File: config.mk
export PLATFORM = sky130hd
export DESIGN_NAME = p_duty_controller
export DESIGN_NICKNAME = d
export VERILOG_FILES = /design/src/rtl/p_ctrl_pkg.sv /design/src/rtl/duty_clamp.sv /design/src/rtl/p_duty_controller.sv
export SDC_FILE = /design/constraint.sdc
export NUM_CORES = 1
export LEC_CHECK = 0
export CAP_MARGIN = 5
export CORE_ASPECT_RATIO = 1.75
export CORE_MARGIN = 1
export CORE_UTILIZATION = 36
export CTS_BUF_LIST = sky130_fd_sc_hd__clkbuf_4 sky130_fd_sc_hd__clkbuf_8
export CTS_CLUSTER_DIAMETER = 60
export DETAILED_ROUTE_END_ITERATION = 6
export SLEW_MARGIN = 30
export SYNTH_ARGS = -nofsm -noshare
export SYNTH_HDL_FRONTEND = slang
export SYNTH_SLANG_ARGS = --single-unit
File: constraint.sdc
create_clock -name clk -period 7.52 [get_ports clk]
set_input_delay 0.752 -clock clk [delete_from_list [all_inputs] [get_ports clk]]
set_output_delay 0.752 -clock clk [all_outputs]
set_load 0.1 [all_outputs]
File: src/rtl/p_ctrl_pkg.sv
// Shared FSM state type and default widths for the proportional duty controller.
package p_ctrl_pkg;

    localparam int DEF_DUTY_W   = 8;
    localparam int DEF_KP_W     = 4;
    localparam int DEF_KP_SHIFT = 2;
    localparam int DEF_PERIOD_W = 10;
    localparam int DEF_MAX_STEP = 16;

    typedef enum logic [2:0] {
        IDLE,
        CALC,
        CLAMP,
        WAIT_PERIOD,
        APPLY
    } ctrl_state_t;

endpackage

File: src/rtl/duty_clamp.sv
// Combinational saturating add of a signed correction onto the current duty command.
// The optional per-update slew clamp is compiled in with P_DUTY_SLEW_LIMIT_EN.
module duty_clamp
    import p_ctrl_pkg::*;
#(
    parameter int DUTY_W   = DEF_DUTY_W,
    parameter int DELTA_W  = DEF_DUTY_W + DEF_KP_W + 2,
    parameter int MAX_STEP = DEF_MAX_STEP
) (
    input  logic        [DUTY_W-1:0]  cur_duty,
    input  logic signed [DELTA_W-1:0] delta,
    output logic        [DUTY_W-1:0]  result,
    output logic                      saturated
);

`ifdef P_DUTY_SLEW_LIMIT_EN
    localparam bit SLEW_EN = 1'b1;
`else
    localparam bit SLEW_EN = 1'b0;
`endif

    localparam int SUM_W = DELTA_W + 2;
    localparam logic signed [SUM_W-1:0]  MAX_VAL = SUM_W'((2 ** DUTY_W) - 1);
    localparam logic signed [DUTY_W:0]   STEP    = (DUTY_W + 1)'(MAX_STEP);

    logic signed [SUM_W-1:0] sum;
    logic signed [DUTY_W:0]  diff;
    logic        [DUTY_W-1:0] clipped;
    logic                    range_sat;

    // Range saturation first; the slew clamp then limits movement from the present duty.
    always_comb begin
        sum       = $signed({{(SUM_W - DUTY_W){1'b0}}, cur_duty})
                  + $signed({{2{delta[DELTA_W-1]}}, delta});
        clipped   = sum[DUTY_W-1:0];
        range_sat = 1'b0;
        if (sum < 0) begin
            clipped   = '0;
            range_sat = 1'b1;
        end else if (sum > MAX_VAL) begin
            clipped   = '1;
            range_sat = 1'b1;
        end

        diff      = $signed({1'b0, clipped}) - $signed({1'b0, cur_duty});
        result    = clipped;
        saturated = range_sat;
        if (SLEW_EN && (diff > STEP)) begin
            result    = cur_duty + DUTY_W'(MAX_STEP);
            saturated = 1'b1;
        end else if (SLEW_EN && (diff < -STEP)) begin
            result    = cur_duty - DUTY_W'(MAX_STEP);
            saturated = 1'b1;
        end
    end

endmodule

File: src/rtl/p_duty_controller.sv
// Proportional duty-cycle controller: new duty commands take effect only at a PWM period
// boundary. Define P_DUTY_SLEW_LIMIT_EN to limit each update to +/-MAX_STEP.
module p_duty_controller
    import p_ctrl_pkg::*;
#(
    parameter int DUTY_W   = DEF_DUTY_W,
    parameter int KP_W     = DEF_KP_W,
    parameter int KP_SHIFT = DEF_KP_SHIFT,
    parameter int PERIOD_W = DEF_PERIOD_W,
    parameter int MAX_STEP = DEF_MAX_STEP
) (
    input  logic              clk,
    input  logic              reset_n,
    input  logic              enable,
    input  logic              sample_valid,
    output logic              sample_ready,
    input  logic [DUTY_W-1:0] setpoint,
    input  logic [DUTY_W-1:0] measurement,
    input  logic [KP_W-1:0]   kp,
    output logic [DUTY_W-1:0] duty_cycle,
    output logic              duty_update,
    output logic              saturated
);

    localparam int PROD_W = DUTY_W + KP_W + 2;

    ctrl_state_t state, next_state;

    logic [PERIOD_W-1:0]      period_cnt;
    logic                     boundary;
    logic                     accept;
    logic [DUTY_W-1:0]        sp_q, meas_q;
    logic [KP_W-1:0]          kp_q;
    logic signed [DUTY_W:0]   error;
    logic signed [PROD_W-1:0] err_ext, kp_ext, product, product_q, delta;
    logic [DUTY_W-1:0]        cand_next, cand_q;
    logic                     cand_sat_next, cand_sat_q;

    assign boundary     = &period_cnt;
    assign sample_ready = reset_n && enable && (state == IDLE);
    assign accept       = sample_ready && sample_valid;

    assign error   = $signed({1'b0, sp_q}) - $signed({1'b0, meas_q});
    assign err_ext = PROD_W'(error);
    assign kp_ext  = PROD_W'({1'b0, kp_q});
    assign product = err_ext * kp_ext;
    assign delta   = product_q >>> KP_SHIFT;

    duty_clamp #(
        .DUTY_W   (DUTY_W),
        .DELTA_W  (PROD_W),
        .MAX_STEP (MAX_STEP)
    ) u_clamp (
        .cur_duty  (duty_cycle),
        .delta     (delta),
        .result    (cand_next),
        .saturated (cand_sat_next)
    );

    always_ff @(posedge clk or negedge reset_n) begin
        if (!reset_n) period_cnt <= '0;
        else          period_cnt <= period_cnt + PERIOD_W'(1);
    end

    always_ff @(posedge clk or negedge reset_n) begin
        if (!reset_n) state <= IDLE;
        else          state <= next_state;
    end

    // Dropping enable abandons any in-flight update from every state.
    always_comb begin
        next_state = state;
        if (!enable) begin
            next_state = IDLE;
        end else begin
            case (state)
                IDLE:        if (accept) next_state = CALC;
                CALC:        next_state = CLAMP;
                CLAMP:       next_state = WAIT_PERIOD;
                WAIT_PERIOD: if (boundary) next_state = APPLY;
                APPLY:       next_state = IDLE;
                default:     next_state = IDLE;
            endcase
        end
    end

    always_ff @(posedge clk or negedge reset_n) begin
        if (!reset_n) begin
            sp_q       <= '0;
            meas_q     <= '0;
            kp_q       <= '0;
            product_q  <= '0;
            cand_q     <= '0;
            cand_sat_q <= 1'b0;
        end else if (enable) begin
            if (accept) begin
                sp_q   <= setpoint;
                meas_q <= measurement;
                kp_q   <= kp;
            end
            if (state == CALC) product_q <= product;
            if (state == CLAMP) begin
                cand_q     <= cand_next;
                cand_sat_q <= cand_sat_next;
            end
        end
    end

    always_ff @(posedge clk or negedge reset_n) begin
        if (!reset_n) begin
            duty_cycle  <= '0;
            saturated   <= 1'b0;
            duty_update <= 1'b0;
        end else if (!enable) begin
            duty_cycle  <= '0;
            saturated   <= 1'b0;
            duty_update <= 1'b0;
        end else begin
            duty_update <= (state == APPLY);
            if (state == APPLY) begin
                duty_cycle <= cand_q;
                saturated  <= cand_sat_q;
            end
        end
    end

endmodule

==> qor.csv, run 1 <==
metric,value,unit
outcome,finished clean,
Max Cap Viol,0,
initial antenna violation count,0,
First DRT Iteration DRCs,108,
Relative slew margins,35.29,%
r2r startpoint,sp_q[0],
Layout Nets,592,
"Top cell by count, worst path",inv_1,
"Clk Latency, worst-skew pair",360,ps
R2R setup slack,2620,ps
full die area,13330,sq um
synthesized flop and latch total,64,
Fmax,203.9,MHz
Slew Limit Fails,0,
area grow syn2layout,15.44,%
post-synthesis sequential area ratio,34.60,%
Final ANT Viol Nets,0,
largest net degree at the start of global routing,57,
# DRC,0,
TNS Setup,0,ps
first-pass iteration count of the detailed router,4,
# setup viols final,0,
crit-path max FO,4,
# diodes,0,
first-pass GRT wire length,16050,um
layout cells sized above 1,6.275,%
reg2reg end,product_q[12],
DR WL/cell,13.40,um
CP max-delay cell,fa_1,
Tcrit/Tclk final,65.22,%
GP Congestion,0.8828,
hold buffer count at CTS,0,
Row Count,54,
crit path cell chain,"inv_1, ha_1, fa_1, nor2b_1, o21ai_0, a21boi_0, a21oi_1, and2_1, ha_1, fa_1, inv_1, fa_1, inv_1, ha_1, inv_1, o21ai_1, o211a_1, o41ai_1, mux2i_1, o311ai_1",
root buffer cell,clkbuf_8,
RSZ-0062 raised after global routing,no,
H-Tree Depth,3,
Bufs and invs on worst path,4,
final hold violations,0,
cts repair resizes,0,
cells on worst reg2reg path,20,
CP arrival,5120,ps
Post-synth EDFFs,0,
clk buf depth,2,
I/O Pins,35,
warnings from Yosys,0,
chip width,87.71,um
required time worst endpoint,7730,ps
core area,12500,sq um
grt ovf,0,
GRT Total Usage,15.32,%
"CP delay by family, top",adder cells,
Startpoint Class,flip-flop,
clk_skew,13.19,ps
Synth Instances,466,
clk sinks,64,
Synth Net Count,553,
Detailed Place HPWL,7323,um
number of global-route vias before repair,3577,
WS Path Type,flip-flop to flip-flop,
via count,3407,
post-synth cell types,52,
Post-Route WL,9087,um
Mapped Area,4628,sq um
crit-path max cell delay,540,ps
Synth area leader,dfrtp_1,
top_reg_cell synth,dfrtp_1,
vias per inst,5.025,
Post-CTS Setup Bufs,0,
Starting Density,37.03,%
Filler cells,1210,
CTS buffer count,9,
Synth Area per Inst,9.932,sq um
HP Class,input port to async pin,
Synth top area share,34.60,%
clock-pin slew on the worst setup and hold paths,70,ps
die height,152.0,um
ys async rst share,100.0,%
minimum clock period,4905,ps
Synth area leaders,"dfrtp_1, ha_1, fa_1",
Port Buffers,34,
Worst Max-Slew Pin Slew,967.6,ps
Critical Path End Type,flip-flop,
CTS tree,built,
## placed cells by master, fill, tap and decap left out, types with 10 or more instances in the layout
cell,count
dfrtp_1,64
inv_1,59
ha_1,42
nand2_1,41
clkdlybuf4s50_1,33
and2_1,21
nor2_1,21
fa_1,21
mux2_1,19
o21ai_1,16
xnor2_1,16
a21oi_1,14
nand3_1,11
nor2b_1,10
a22o_1,10
clkbuf_8,10
## metal layers
layer | vias up | track usage, % | share of wire, %
met2 | 56 | 29.24 | 58
met4 | 0 | 6.479 | 2.5
met5 | - | 0 | 0
met3 | 15 | 2.988 | 2.2
met1 | 1656 | 15.40 | 38
li1 | 1680 | - | -
## final cells by class
cell class / count / area (sq um) / area share, %
Multi-Input combinational cell: 336 / 2785 / 52.13
Sequential cell: 64 / 1602 / 29.98
Timing Repair Buffer: 35 / 342.8 / 6.417
Inverter: 59 / 221.5 / 4.145
Tap cell: 168 / 210.2 / 3.934
Clock buffer: 10 / 137.6 / 2.576
Clock inverter: 6 / 43.79 / 0.8197
## per-stage QoR
step                      util, %  area [sq um]  worst slack, ps  hold slack (ps)  std cells
after global routing        42.74          5343             2383            264.7        678
after global placement      41.23          5154             2729            450.2        662
after detailed placement    41.23          5154             2641            456.3        662
after CTS                   42.68          5335             2622            263.7        678
final                       42.74          5343             2615            260.1        678
after floorplan                 -          4628             3106            437.6        466
## sequential cells by signal (all words and copies together), names as in the netlist
name,flops
cand_sat_q,1
kp_q,4
product_q,12
saturated,1
state,3
sp_q,8
meas_q,8
duty_cycle,8
duty_update,1
period_cnt,10
cand_q,8
## synth_stat cells, drive strengths merged (2+ instances only)
cell type and count:
dfrtp 64, inv 59, ha 42, nand2 42, o21ai 23, mux2 22, and2 21, fa 21
nor2 21, xnor2 16, a21oi 15, nand3 11, a22o 10, nor2b 10, o311ai 9, a211oi 8
nor3 7, o21a 7, a21o 6, and3 6, xor2 6, clkbuf 5, o31ai 5, a21boi 3
nor3b 3, buf 2, nand2b 2, o21bai 2, o41ai 2, or2 2, or3 2
## worst max-delay path by stage
stage,from,end,cells past startpoint
global route,sp_q[0],product_q[12],20
detailed placement,sp_q[0],product_q[12],20
floorplan,sp_q[0],product_q[10],20
global placement,sp_q[0],product_q[12],20
CTS,sp_q[0],product_q[12],20
finish,sp_q[0],product_q[12],20
## cell families after synthesis
kind of cell	after synthesis	synth area share [%]
simple gates	131	14.17
compound gates	97	15.68
buf+inv	66	5.380
flops	64	34.60
fa+ha+maj	63	20.44
mux	23	5.569
xor+xnor	22	4.163
## worst reg2reg max path: cells and delay by family (launching register included)
kind	cells	cell delay (ps)
compound gates	7	1220
fa+ha+maj	6	2340
buf+inv	4	240
mux	1	250
flops	1	340
simple gates	2	370
Power of run 1 is not shown: default switching activity piles up to over one toggle a cycle in this logic, so the estimate is an artifact.
==> inputs of run 2 (changes only) <==
==> constraint.sdc (replaced) <==
create_clock -name clk -period 4.44 [get_ports clk]
set_input_delay 0.444 -clock clk [delete_from_list [all_inputs] [get_ports clk]]
set_output_delay 0.444 -clock clk [all_outputs]
set_load 0.1 [all_outputs]
==> run 2 against run 1 <==
Clock skew up 0.69 ps. Die area is the same. Cell count increased by 4.9%. First-iteration DRC count is 25% lower. Largest cell class unchanged. Critical path depth grew 2. Routed wire length grew 5.0%. Non-clock buffer count up 33. Count of clock-buffer cells in the layout did not move. Register-to-register slack got worse by 2600 ps. Setup slack got worse by 2600 ps.
==> qor.csv, run 2 (same netlist as run 1, synthesis figures left out) <==
metric,value,unit,change
CP max-delay cell,fa_1,,unchanged
initial antenna violation count,1,,was 0
largest net degree at the start of global routing,65,,was 57
GP Congestion,0.8942,,was 0.8828
Port Buffers,34,,unchanged
vias per inst,4.989,,was 5.025
required time worst endpoint,4650,ps,was 7730 ps
HP Class,input port to async pin,,unchanged
CTS buffer count,9,,unchanged
Bufs and invs on worst path,3,,was 4
clk sinks,64,,unchanged
"Clk Latency, worst-skew pair",350,ps,was 360 ps
chip width,87.71,um,unchanged
WS Path Type,flip-flop to flip-flop,,unchanged
Detailed Place HPWL,7434,um,was 7323 um
footprint of the multi-input gates,3118,sq um,was 2785 sq um
crit path cell chain,"inv_1, ha_1, nor2b_4, o21ai_2, a21boi_2, o21ai_1, nor2b_2, xnor2_1, and2_4, ha_4, fa_1, inv_1, fa_1, inv_2, ha_4, o21a_1, nand3_2, o21ai_4, nor3_4, o31ai_2, xnor2_1, o21ai_1",,"was inv_1, ha_1, fa_1, nor2b_1, o21ai_0, a21boi_0, a21oi_1, and2_1, ha_1, fa_1, inv_1, fa_1, inv_1, ha_1, inv_1, o21ai_1, o211a_1, o41ai_1, mux2i_1, o311ai_1"
first-pass GRT wire length,16320,um,was 16050 um
Row Count,54,,unchanged
clk_skew,13.88,ps,was 13.19 ps
first-pass iteration count of the detailed router,4,,unchanged
layout cells sized above 1,20.99,%,was 6.275%
via count,3547,,was 3407
area grow syn2layout,28.14,%,was 15.44%
number of flip-flops in the largest register,12,,unchanged
final hold violations,0,,unchanged
root buffer cell,clkbuf_8,,unchanged
DR WL/cell,13.42,um,was 13.40 um
H-Tree Depth,3,,unchanged
Worst Max-Slew Pin Slew,968.6,ps,was 967.6 ps
CP arrival,4630,ps,was 5120 ps
clk buf depth,2,,unchanged
Max Cap Viol,0,,unchanged
cell depth of the worst setup path,22,,was 20
GRT Total Usage,15.58,%,was 15.32%
Final ANT Viol Nets,0,,unchanged
Tcrit/Tclk final,99.76,%,was 65.22%
full die area,13330,sq um,unchanged
CTS tree,built,,unchanged
sequential cell area,1602,sq um,unchanged
fin util,47.45,%,was 42.74%
# diodes,0,,unchanged
Starting Density,37.03,%,unchanged
Post-Route WL,9540,um,was 9087 um
outcome,finished clean,,unchanged
number of global-route vias before repair,3695,,was 3577
RSZ-0062 raised after global routing,yes,,was no
minimum clock period,4429,ps,was 4905 ps
# DRC,0,,unchanged
Fmax,225.8,MHz,was 203.9 MHz
# setup viols final,0,,unchanged
R2R setup slack,10,ps,was 2620 ps
top flop regs,"product_q (12), period_cnt (10)",,unchanged
First DRT Iteration DRCs,81,,was 108
grt ovf,0,,unchanged
I/O Pins,35,,unchanged
"commonest non-fill, non-tap cells in the layout","dfrtp_1, inv_1, nand2_1",,"was dfrtp_1, inv_1, ha_1"
"most common cell after layout, fill and taps aside",dfrtp_1,,unchanged
Filler cells,1161,,was 1210
Layout Nets,625,,was 592
core area,12500,sq um,unchanged
cells on worst reg2reg path,22,,was 20
clock-pin slew on the worst setup and hold paths,80,ps,was 70 ps
crit-path max cell delay,540,ps,about the same
Top reg by flops,product_q,,unchanged
Placed Cells,688,,was 662
Slew Limit Fails,0,,unchanged
Startpoint Class,flip-flop,,unchanged
reg2reg end,product_q[13],,was product_q[12]
die height,152.0,um,unchanged
final std cells w/o fill,711,,was 678
hold buffer count at CTS,0,,unchanged
r2r startpoint,meas_q[1],,was sp_q[0]
Critical Path End Type,flip-flop,,unchanged
"CP delay by family, top",adder cells,,unchanged
crit-path max FO,3,,was 4
Relative slew margins,35.22,%,was 35.29%
[run 2: changes by cell type in the layout (fill, tap and decap cells not counted), moves of 3 or more]
cell and change:
ha_4 +13, nor2b_1 -4, inv_2 +5, o21ai_2 +3, a21oi_1 -3, and2_1 -4
inv_1 -5, buf_4 +31, and2_4 +4, nor2b_4 +3, ha_1 -14, o21ai_1 -4
[run 2: worst reg2reg max path, stage by stage, from the launching register on]
cell      delay, ps
dfrtp_1         360
inv_1            50
ha_1            300
nor2b_4         140
o21ai_2         150
a21boi_2         90
o21ai_1         150
nor2b_2         170
xnor2_1         150
and2_4          180
ha_4            190
fa_1            540
inv_1            60
fa_1            520
inv_2            50
ha_4            260
o21a_1          160
nand3_2         110
o21ai_4         170
nor3_4           60
o31ai_2         210
xnor2_1         140
o21ai_1          70
[run 2: worst max path at each step]
stage / start / to / slack [ps]
2_1_floorplan: sp_q[0] / product_q[10] / 30
3_3_place_gp: meas_q[1] / product_q[13] / -180
3_5_place_dp: sp_q[0] / product_q[13] / -320
4_1_cts: sp_q[0] / product_q[13] / 7
5_1_grt: meas_q[1] / product_q[13] / -120
6_report: meas_q[1] / product_q[13] / 10
[run 2: per-layer routing]
metal,GRT usage (%),share of wire (%)
met5,0,0
met2,30.12,58
met1,15.15,37
met4,6.635,2.8
met3,3.205,2.5
[run 2: what timing repair did]
| action | 4_1_cts | 5_1_grt |
|---|---|---|
| gates resized for setup | 24 | 38 |
| pin swaps | 18 | 32 |
| setup buffers | 5 | 2 |
| endpoints found under the setup margin | 5 | 5 |
[run 2: layout make-up]
type,count,share of cell area [%]
Clock buffer,10,2.321
Clock inverter,6,0.7384
Inverter,59,3.734
Multi-Input combinational cell,336,52.57
Sequential cell,64,27.00
Tap cell,168,3.544
Timing Repair Buffer,68,10.08
[run 2: through the flow]
step	worst slack (ps)	hold slack [ps]	cell area [sq um]	TNS (ps)
after floorplan	25.84	148.4	4628	0
after global placement	-181.8	450.9	5349	-627.0
after detailed placement	-320.8	455.9	5349	-1371
after CTS	6.800	328.6	5724	0
after global routing	-119.4	378.1	5931	-390.1
final	10.64	311.8	5931	0
Power of run 2 is left out for the same reason.
